<file path="src/rtl/cp0_exc_unit.sv">
`timescale 1ns/1ps
// ---------------------------------------------------------------------------
// cp0_exc_unit
// Coprocessor-0 exception responder for the 5-stage MIPS core.
// Takes the M-stage exception report, ERET, hardware/timer interrupts and
// MTC0/MFC0 accesses. It commits EPC, Cause, Status and BadVAddr, then
// raises a registered one-cycle pipeline flush with a redirect PC.
// It also owns the Count/Compare timer interrupt.
//
// Ports
//   clk        core clock, rising edge
//   resetn     asynchronous active-low reset
//   Exc        M-stage exception valid
//   ExcCode    cause code (04 AdEL, 05 AdES, 08 Sys, 09 Bp, 0a RI, 0c Ov)
//   PC_M       PC of the M-stage instruction
//   BD_M       M-stage instruction sits in a branch delay slot
//   SL_Addr    M-stage load/store effective address
//   eret_M     ERET in the M stage
//   hw_int     level-sensitive hardware interrupt lines
//   cp0_addr   MTC0/MFC0 register number
//   cp0_wen    MTC0 write strobe
//   cp0_wdata  MTC0 write data
//   cp0_rdata  MFC0 read data, combinational from cp0_addr
//   exc_flush  registered flush of F..M plus redirect
//   exc_pc     registered redirect PC, valid while exc_flush is high
//   epc_out    current EPC
// ---------------------------------------------------------------------------
module cp0_exc_unit #(
    parameter logic [31:0] EXC_VECTOR = 32'hBFC0_0380,
    parameter logic [31:0] STATUS_RST = 32'h0040_0000
) (
    input  logic        clk,
    input  logic        resetn,
    input  logic        Exc,
    input  logic [4:0]  ExcCode,
    input  logic [31:0] PC_M,
    input  logic        BD_M,
    input  logic [31:0] SL_Addr,
    input  logic        eret_M,
    input  logic [5:0]  hw_int,
    input  logic [4:0]  cp0_addr,
    input  logic        cp0_wen,
    input  logic [31:0] cp0_wdata,
    output logic [31:0] cp0_rdata,
    output logic        exc_flush,
    output logic [31:0] exc_pc,
    output logic [31:0] epc_out
);

    localparam logic [4:0] REG_BADVADDR = 5'd8;
    localparam logic [4:0] REG_COUNT    = 5'd9;
    localparam logic [4:0] REG_COMPARE  = 5'd11;
    localparam logic [4:0] REG_STATUS   = 5'd12;
    localparam logic [4:0] REG_CAUSE    = 5'd13;
    localparam logic [4:0] REG_EPC      = 5'd14;

    localparam logic [4:0] EXC_INT  = 5'h00;
    localparam logic [4:0] EXC_ADEL = 5'h04;
    localparam logic [4:0] EXC_ADES = 5'h05;

    // BEV is read-only and fixed at its reset value
    localparam logic STATUS_BEV = STATUS_RST[22];

    typedef enum logic {
        IDLE,
        FLUSH
    } state_t;

    state_t state;
    state_t state_next;

    // architectural state
    logic [31:0] badvaddr;
    logic [31:0] count;
    logic [31:0] compare;
    logic [31:0] epc;
    logic [7:0]  status_im;
    logic        status_exl;
    logic        status_ie;
    logic        cause_bd;
    logic        cause_ti;
    logic [5:0]  cause_ip_hw;
    logic [1:0]  cause_ip_sw;
    logic [4:0]  cause_exc_code;
    logic        tick;

    // combinational helpers
    logic [31:0] status_rd;
    logic [31:0] cause_rd;
    logic        int_req;
    logic        take_int;
    logic        take_exc;
    logic        take_eret;
    logic        mtc0_en;
    logic        wr_status;
    logic        wr_cause;
    logic        wr_epc;
    logic        wr_count;
    logic        wr_compare;
    logic [31:0] count_inc;
    logic        timer_hit;
    logic        flush_next;
    logic [31:0] exc_pc_next;

    assign status_rd = {9'd0, STATUS_BEV, 6'd0, status_im, 6'd0, status_exl, status_ie};
    assign cause_rd  = {cause_bd, cause_ti, 14'd0, cause_ip_hw, cause_ip_sw,
                        1'b0, cause_exc_code, 2'b00};

    assign int_req = status_ie & ~status_exl &
                     (|({cause_ip_hw, cause_ip_sw} & status_im));

    // MTC0 only lands in IDLE, and is dropped when the same cycle raises an
    // interrupt or exception. ERET does not block it, so an EPC write in the
    // ERET cycle is both committed and used as the return address.
    assign mtc0_en    = cp0_wen & (state == IDLE) & ~int_req & ~Exc;
    assign wr_status  = mtc0_en & (cp0_addr == REG_STATUS);
    assign wr_cause   = mtc0_en & (cp0_addr == REG_CAUSE);
    assign wr_epc     = mtc0_en & (cp0_addr == REG_EPC);
    assign wr_count   = mtc0_en & (cp0_addr == REG_COUNT);
    assign wr_compare = mtc0_en & (cp0_addr == REG_COMPARE);

    // Count advances every other cycle; a match is only recognised on an
    // actual increment, so a freshly written Count never fires the timer.
    assign count_inc = count + 32'd1;
    assign timer_hit = tick & ~wr_count & (count_inc == compare);

    assign epc_out = epc;

    // MFC0 read mux
    always_comb begin
        cp0_rdata = 32'd0;
        case (cp0_addr)
            REG_BADVADDR: cp0_rdata = badvaddr;
            REG_COUNT:    cp0_rdata = count;
            REG_COMPARE:  cp0_rdata = compare;
            REG_STATUS:   cp0_rdata = status_rd;
            REG_CAUSE:    cp0_rdata = cause_rd;
            REG_EPC:      cp0_rdata = epc;
            default:      cp0_rdata = 32'd0;
        endcase
    end

    // FSM state register
    always_ff @(posedge clk or negedge resetn) begin
        if (!resetn) begin
            state <= IDLE;
        end else begin
            state <= state_next;
        end
    end

    // Next state, event selection (int > Exc > ERET) and redirect target
    always_comb begin
        state_next  = state;
        flush_next  = 1'b0;
        exc_pc_next = exc_pc;
        take_int    = 1'b0;
        take_exc    = 1'b0;
        take_eret   = 1'b0;
        case (state)
            IDLE: begin
                if (int_req) begin
                    take_int = 1'b1;
                end else if (Exc) begin
                    take_exc = 1'b1;
                end else if (eret_M) begin
                    take_eret = 1'b1;
                end
                if (take_int || take_exc || take_eret) begin
                    state_next = FLUSH;
                    flush_next = 1'b1;
                end
                if (take_int || take_exc) begin
                    exc_pc_next = EXC_VECTOR;
                end else if (take_eret) begin
                    exc_pc_next = wr_epc ? cp0_wdata : epc;
                end
            end
            FLUSH: begin
                state_next = IDLE;
            end
            default: begin
                state_next = IDLE;
            end
        endcase
    end

    // Registered flush and redirect PC
    always_ff @(posedge clk or negedge resetn) begin
        if (!resetn) begin
            exc_flush <= 1'b0;
            exc_pc    <= 32'd0;
        end else begin
            exc_flush <= flush_next;
            exc_pc    <= exc_pc_next;
        end
    end

    // Count/Compare timer; writing Compare acknowledges the timer interrupt
    always_ff @(posedge clk or negedge resetn) begin
        if (!resetn) begin
            count    <= 32'd0;
            compare  <= 32'd0;
            tick     <= 1'b0;
            cause_ti <= 1'b0;
        end else begin
            tick <= ~tick;
            if (tick) begin
                count <= count_inc;
            end
            if (timer_hit) begin
                cause_ti <= 1'b1;
            end
            if (wr_count) begin
                count <= cp0_wdata;
                tick  <= 1'b0;
            end
            if (wr_compare) begin
                compare  <= cp0_wdata;
                cause_ti <= 1'b0;
            end
        end
    end

    // Pending-interrupt sampling; IP7 also carries the timer interrupt
    always_ff @(posedge clk or negedge resetn) begin
        if (!resetn) begin
            cause_ip_hw <= 6'd0;
        end else begin
            cause_ip_hw <= {hw_int[5] | cause_ti, hw_int[4:0]};
        end
    end

    // Status, Cause, EPC and BadVAddr commit. Event updates come after MTC0
    // updates so they take precedence where both touch the same field.
    always_ff @(posedge clk or negedge resetn) begin
        if (!resetn) begin
            status_im      <= STATUS_RST[15:8];
            status_exl     <= STATUS_RST[1];
            status_ie      <= STATUS_RST[0];
            cause_bd       <= 1'b0;
            cause_ip_sw    <= 2'b00;
            cause_exc_code <= 5'd0;
            epc            <= 32'd0;
            badvaddr       <= 32'd0;
        end else begin
            if (wr_status) begin
                status_im  <= cp0_wdata[15:8];
                status_exl <= cp0_wdata[1];
                status_ie  <= cp0_wdata[0];
            end
            if (wr_cause) begin
                cause_ip_sw <= cp0_wdata[9:8];
            end
            if (wr_epc) begin
                epc <= cp0_wdata;
            end
            if (take_int || take_exc) begin
                // a nested exception keeps the original return point
                if (!status_exl) begin
                    epc      <= BD_M ? (PC_M - 32'd4) : PC_M;
                    cause_bd <= BD_M;
                end
                cause_exc_code <= take_int ? EXC_INT : ExcCode;
                status_exl     <= 1'b1;
                // a misaligned PC means the fault was the fetch, not the data access
                if (take_exc && ((ExcCode == EXC_ADEL) || (ExcCode == EXC_ADES))) begin
                    badvaddr <= (PC_M[1:0] != 2'b00) ? PC_M : SL_Addr;
                end
            end else if (take_eret) begin
                status_exl <= 1'b0;
            end
        end
    end

endmodule

</file>
<file path="config.mk">
export PLATFORM = sky130hd
export DESIGN_NAME = cp0_exc_unit
export DESIGN_NICKNAME = d
export VERILOG_FILES = /design/src/rtl/cp0_exc_unit.sv
export SDC_FILE = /design/constraint.sdc
export NUM_CORES = 1
export LEC_CHECK = 0
export CELL_PAD_IN_SITES_DETAIL_PLACEMENT = 0
export CELL_PAD_IN_SITES_GLOBAL_PLACEMENT = 1
export CORE_UTILIZATION = 25
export DETAILED_ROUTE_END_ITERATION = 12
export DONT_BUFFER_PORTS = 1
export PLACE_DENSITY_LB_ADDON = 0.1
export SYNTH_ARGS = -nofsm -noshare
export SYNTH_HDL_FRONTEND = slang
export SYNTH_SLANG_ARGS = --single-unit
</file>
<file path="constraint.sdc">
create_clock -name clk -period 2.4 [get_ports clk]
set_input_delay 0.48 -clock clk [delete_from_list [all_inputs] [get_ports clk]]
set_output_delay 0.48 -clock clk [all_outputs]
set_load 0.02 [all_outputs]
</file>
# ---- After elaboration in Yosys (flattened, before gate mapping)
# Index checks and enable logic that the tools add are counted.
dict set report totals {
  regBits 188
  word_cells 93
  out_inout_bits 97
  input_bits 118
}
dict set report classes {
  add_sub_neg 2
  reduce_logical 14
  mux 32
  n_eq_ne 9
  n_bitwise 20
}
# op count
set op_table {}
lappend op_table {{32-bit two-way mux} 9}
lappend op_table {{32-bit case mux with 6 select lines} 1}
lappend op_table {{32-bit by 1-bit adder with 32-bit output, second input constant} 1}
lappend op_table {{32-bit equality test} 1}
lappend op_table {{32-bit by 3-bit subtractor with 32-bit output, second input constant} 1}
lappend op_table {{5-bit by 4-bit equality test with 1-bit output, second input constant} 6}
lappend op_table {{1-bit two-way mux} 20}
lappend op_table {{1-bit bitwise AND} 12}
lappend op_table {{5-bit by 3-bit equality test with 1-bit output, second input constant} 2}
lappend op_table {{8-bit bitwise AND} 1}
lappend op_table {{2-bit nonzero test} 4}
lappend op_table {{8-bit OR reduction} 1}
lappend op_table {{1-bit inverter} 6}
lappend op_table {{2-bit AND reduction} 3}
lappend op_table {{5-bit two-way mux} 1}
lappend op_table {{1-bit logical OR} 4}
lappend op_table {{3-bit nonzero test} 1}
lappend op_table {{1-bit case mux with 2 select lines} 1}
lappend op_table {{1-bit logical AND} 1}
lappend op_table {{1-bit bitwise OR} 1}

# ---- Longest topological paths before layout
dict set report logic_depth {
  depth_word 12
  depth_mapped 9
  depth_no_buf 8
}

# ---- Worst setup path before layout
# Ideal clock, no wire load.
dict set report synth_timing {
  path_type {in2out}
  start {input port cp0_addr[1]}
  end {output port cp0_rdata[13]}
  t_arrival_ns 1.913
  t_required_ns 1.920
  slack_ns 0.007
  path_stages 6
  n_path_buf 2
  path_cell_list {or3b_2 -> clkbuf_1 -> nor3_1 -> clkbuf_1 -> a22oi_1 -> nand3_1}
}
dict set report synth_via {
  elab_chain_len 2
  word_cells_on_any_way 7
  cone_classes {6 x eq/ne; 1 x mux}
}
# item line_no
set synth_rtl {}
lappend synth_rtl {{start: declaration} 41} ;# input logic [4:0] cp0_addr,
lappend synth_rtl {{5-bit by 4-bit equality test with 1-bit output} 132} ;# case (cp0_addr)
lappend synth_rtl {{32-bit case mux with 6 select lines (*)} 132}
lappend synth_rtl {{end: declaration} 44} ;# output logic [31:0] cp0_rdata,
# Mark *: on every way between the ends. The rest lies on a longest branch, timed or not.

# ---- Worst setup path after layout
dict set report layout_timing {
  start {register count[1]}
  end {register cause_ti}
}
dict set report layout_via {
  elab_chain_len 4
}
# item line_no
set layout_rtl {}
lappend layout_rtl {{start: declaration} 74} ;# logic [31:0] count;
lappend layout_rtl {{start signal: assignment} 209} ;# count <= count_inc;
lappend layout_rtl {{start signal: assignment} 215} ;# count <= cp0_wdata;
lappend layout_rtl {{32-bit by 1-bit adder with 32-bit output} 124} ;# assign count_inc = count + 32'd1;
lappend layout_rtl {{32-bit equality test} 125} ;# assign timer_hit = tick & ~wr_count & (count_inc == compare);
lappend layout_rtl {{1-bit bitwise AND} 125}
lappend layout_rtl {{2-bit nonzero test (no line)} --}
lappend layout_rtl {{end signal: assignment} 205} ;# cause_ti <= 1'b0;
lappend layout_rtl {{end signal: assignment} 212} ;# cause_ti <= 1'b1;
lappend layout_rtl {{end signal: assignment} 220} ;# cause_ti <= 1'b0;
lappend layout_rtl {{end: declaration} 81} ;# logic cause_ti;
# No other way between the ends.
# A chain may end at the register's enable or synchronous reset.

==> out/qor.yml <==
run_status:
  status: "complete, but fails checks"
  violations: "design-rule violations, negative hold slack"
worst_setup_path:
  arrival_ns: 2.69
  reg2reg_from: "count[1]$_DFFE_PN0N_"
  path_buf_inv: 4
  crit_slowest_cell: "dfrtp_1"
  max_stage_delay_ns: 0.44
  r2r_cells: 11
  crit_family: "simple AND/OR/NAND/NOR gates"
  crit_fanout: 3
  end_kind: "flip-flop"
  crit_top_cell: "buf_4"
  worstPathCellList: "buf_6, nand4_4, buf_4, nor3_4, buf_4, and4_1, xnor2_1, a211oi_1, buf_4, nand4_1, o31ai_1"
  r2r_end: "cause_ti$_DFFE_PN0P_"
  r2r_slack_ns: 0.08
  critPathKind: "flip-flop to flip-flop"
  critPathLaunchType: "flip-flop"
  required_ns: 2.77
timing:
  fmax_mhz: 430
  min_period_ns: 2.32
  hold_viol: 187
  worst_pin_slew_ns: 0.743
  clock_skew_ns: 0.0120
  slew_headroom_pct: 50.5
  drv_slew: 0
  setup_viol: 0
  fin_tns_setup_ns: 0
  period_share_pct: 96.8
  holdWs_ns: -0.275
  rsz0062_at_grt: "true"
floorplan:
  num_rows: 75
  die_w_um: 208
  die_area_um2: 43200
  start_util_pct: 25.3
  die_h_um: 208
  ios: 215
  core_um2: 41900
global_routing:
  grt_pass1_vias: 8716
  grt_max_degree: 188
  antenna_found_initial: 4
  grt_pass1_wl_um: 64100
  gr-total-overflow: 0
  grt_usage_pct: 20.5
routing:
  avgRoutedWirePerCell_um: 25.3
  dr.pass1.iters: 11
  avgViaCountPerCell: 5.00
  drc: 2
  wl_um: 43600
  detail-route-antenna-nets: 0
  drt_iter0_drc: 584
  vias: 8601
power:
  total_power_mw: 11.0
  irDropWorstVdd_uv: 376
  power.density_nw_per_um2: 851
  leakagePower_nw: 5.37
yosys:
  synth_top_area_share_pct: 44.2
  ys_types: 70
  syn_area_um2: 10600
  syn-num-nets: 1203
  synth_common_cells: "187 x dfrtp_1, 140 x nand2_1, 88 x o21ai_0, 72 x mux2i_1, 68 x nor2_1"
  synth_seq_cells: 187
  avgSynthCellArea_um2: 9.77
  ys_seq_area_share_pct: 44.2
  async_flop_share_pct: 100
  yosysMostFrequentCell: "dfrtp_1"
  synth_cells: 1083
  synth_edf_count: 0
  ys_warn_count: 0
  synth_top_cell_by_area: "dfrtp_1"
  ys_top_cells_by_area: "dfrtp_1 44%, mux2i_1 6.8%, nand2_1 5.0%, mux2_2 4.8%, a22oi_1 4.5%"
  synth_top_flop_cell: "dfrtp_1"
finish:
  drive_above_1_share_pct: 22.7
  nets: 1288
  syn2layout_area_growth_pct: 22.1
  final_util_pct: 30.9
clock_network:
  root_buffer: "clkbuf_16"
  cts_tree: "done"
  cts_buffer_depth: 2
  path_clk_slew_ns: 0.07
  clock_sinks: 187
  clk_latency_ns: 0.47
  cts_buffers: 17
  htree_levels: 4
placement:
  port_buffers: 0
  place.gp.congestion: 0.841
  dp_hpwl_um: 34500
flow_run:
  maxCapViolCount: 0
min_path:
  hold_path.class: "primary input to async pin"
==> sequential cells by signal (all words and copies together) (netlist names), 2 cells and up <==
register	flops
badvaddr	32
compare	32
count	32
epc_out	32
exc_pc	32
status_im	8
cause_ip_hw	6
cause_exc_code	5
cause_ip_sw	2
==> power by group <==
part           total, mW  leakage, nW  switching, mW  internal, mW
logic               2.62         2.73           1.39          1.22
registers           5.20         2.33           1.36          3.84
clock network       3.18        0.313           1.39          1.78
==> layer usage <==
layer | track usage (%) | part of all wire [%] | wire (um)
met3 | 4.11 | 5.3 | 2300
met2 | 29.9 | 43 | 18900
met5 | 0 | 0.025 | 11
met1 | 30.3 | 50 | 21600
met4 | 6.18 | 1.6 | 715
==> worst reg2reg max path, cell delays in order, from the launching register on <==
cell and delay (ns):
dfrtp_1 0.44, buf_6 0.14, nand4_4 0.11, buf_4 0.18, nor3_4 0.20, buf_4 0.14
and4_1 0.21, xnor2_1 0.09, a211oi_1 0.24, buf_4 0.15, nand4_1 0.10, o31ai_1 0.25
==> through the flow <==
stage	instance area (um2)	cells	setup slack (ns)
after floorplan	10600	1083	0.00684
after global placement	12200	1686	-0.155
after detailed placement	12200	1686	-0.218
after CTS	12800	1718	0.0200
after global routing	12900	1721	-0.0439
final	12900	1721	0.0757
==> placed cells by master (no fill, tap or decap), types with 7 or more instances in the layout <==
| cell | netlist | routed |
|---|---|---|
| nor3_1 | 16 | 14 |
| o21ai_0 | 88 | 88 |
| xor2_1 | 52 | 52 |
| mux2_2 | 45 | 44 |
| a222oi_1 | 9 | 9 |
| buf_12 | 0 | 15 |
| mux2i_1 | 72 | 72 |
| clkbuf_16 | 0 | 17 |
| xnor2_1 | 54 | 53 |
| nand2b_1 | 7 | 7 |
| dfrtp_1 | 187 | 184 |
| nand2_1 | 140 | 140 |
| nand3_1 | 25 | 22 |
| buf_4 | 6 | 124 |
| a22oi_1 | 64 | 64 |
| and3_1 | 8 | 8 |
| a21oi_1 | 52 | 52 |
| inv_1 | 10 | 10 |
| nor2_1 | 68 | 64 |
| nand4_1 | 19 | 19 |
==> final cells by class <==
type / instances / area [um2]
sequential: 187 / 4680
inverter: 10 / 37.5
tap: 539 / 674
multi-input combinational: 810 / 5630
clock inverter: 13 / 190
timing repair buffer: 142 / 1260
fill: 4483 / 28900
clock buffer: 19 / 443
antenna: 1 / 2.50
==> timing repair <==
item                       in CTS  in global routing
setup buffers                   1                  2
setup endpoints to repair       1                 25
hold endpoints to repair      187                187
gates resized for setup         8                 14
pin swaps                       7                  8
==> worst max path at each step <==
stage / from / cells after the start / end
2_1_floorplan: cp0_addr[1] / 6 / cp0_rdata[13]
6_report: count[1]$_DFFE_PN0N_ / 11 / cause_ti$_DFFE_PN0P_
3_3_place_gp: count[0]$_DFFE_PN0N_ / 9 / cause_ti$_DFFE_PN0P_
4_1_cts: count[1]$_DFFE_PN0N_ / 9 / cause_ti$_DFFE_PN0P_
5_1_grt: count[1]$_DFFE_PN0N_ / 9 / cause_ti$_DFFE_PN0P_
3_5_place_dp: count[0]$_DFFE_PN0N_ / 9 / cause_ti$_DFFE_PN0P_
==> cells by family after synthesis <==
| kind of cell | share of synthesized area (%) |
|---|---|
| flip-flops | 44.2 |
| adder cells (fa/ha/maj) | 0.236 |
| AND/OR/NAND/NOR | 17.1 |
| AO/OA/AOI/OAI | 14.0 |
| XOR/XNOR | 8.77 |
| multiplexers | 11.6 |
| buffers and inverters | 3.98 |
Note: power is estimated with default switching activity, not from simulation.
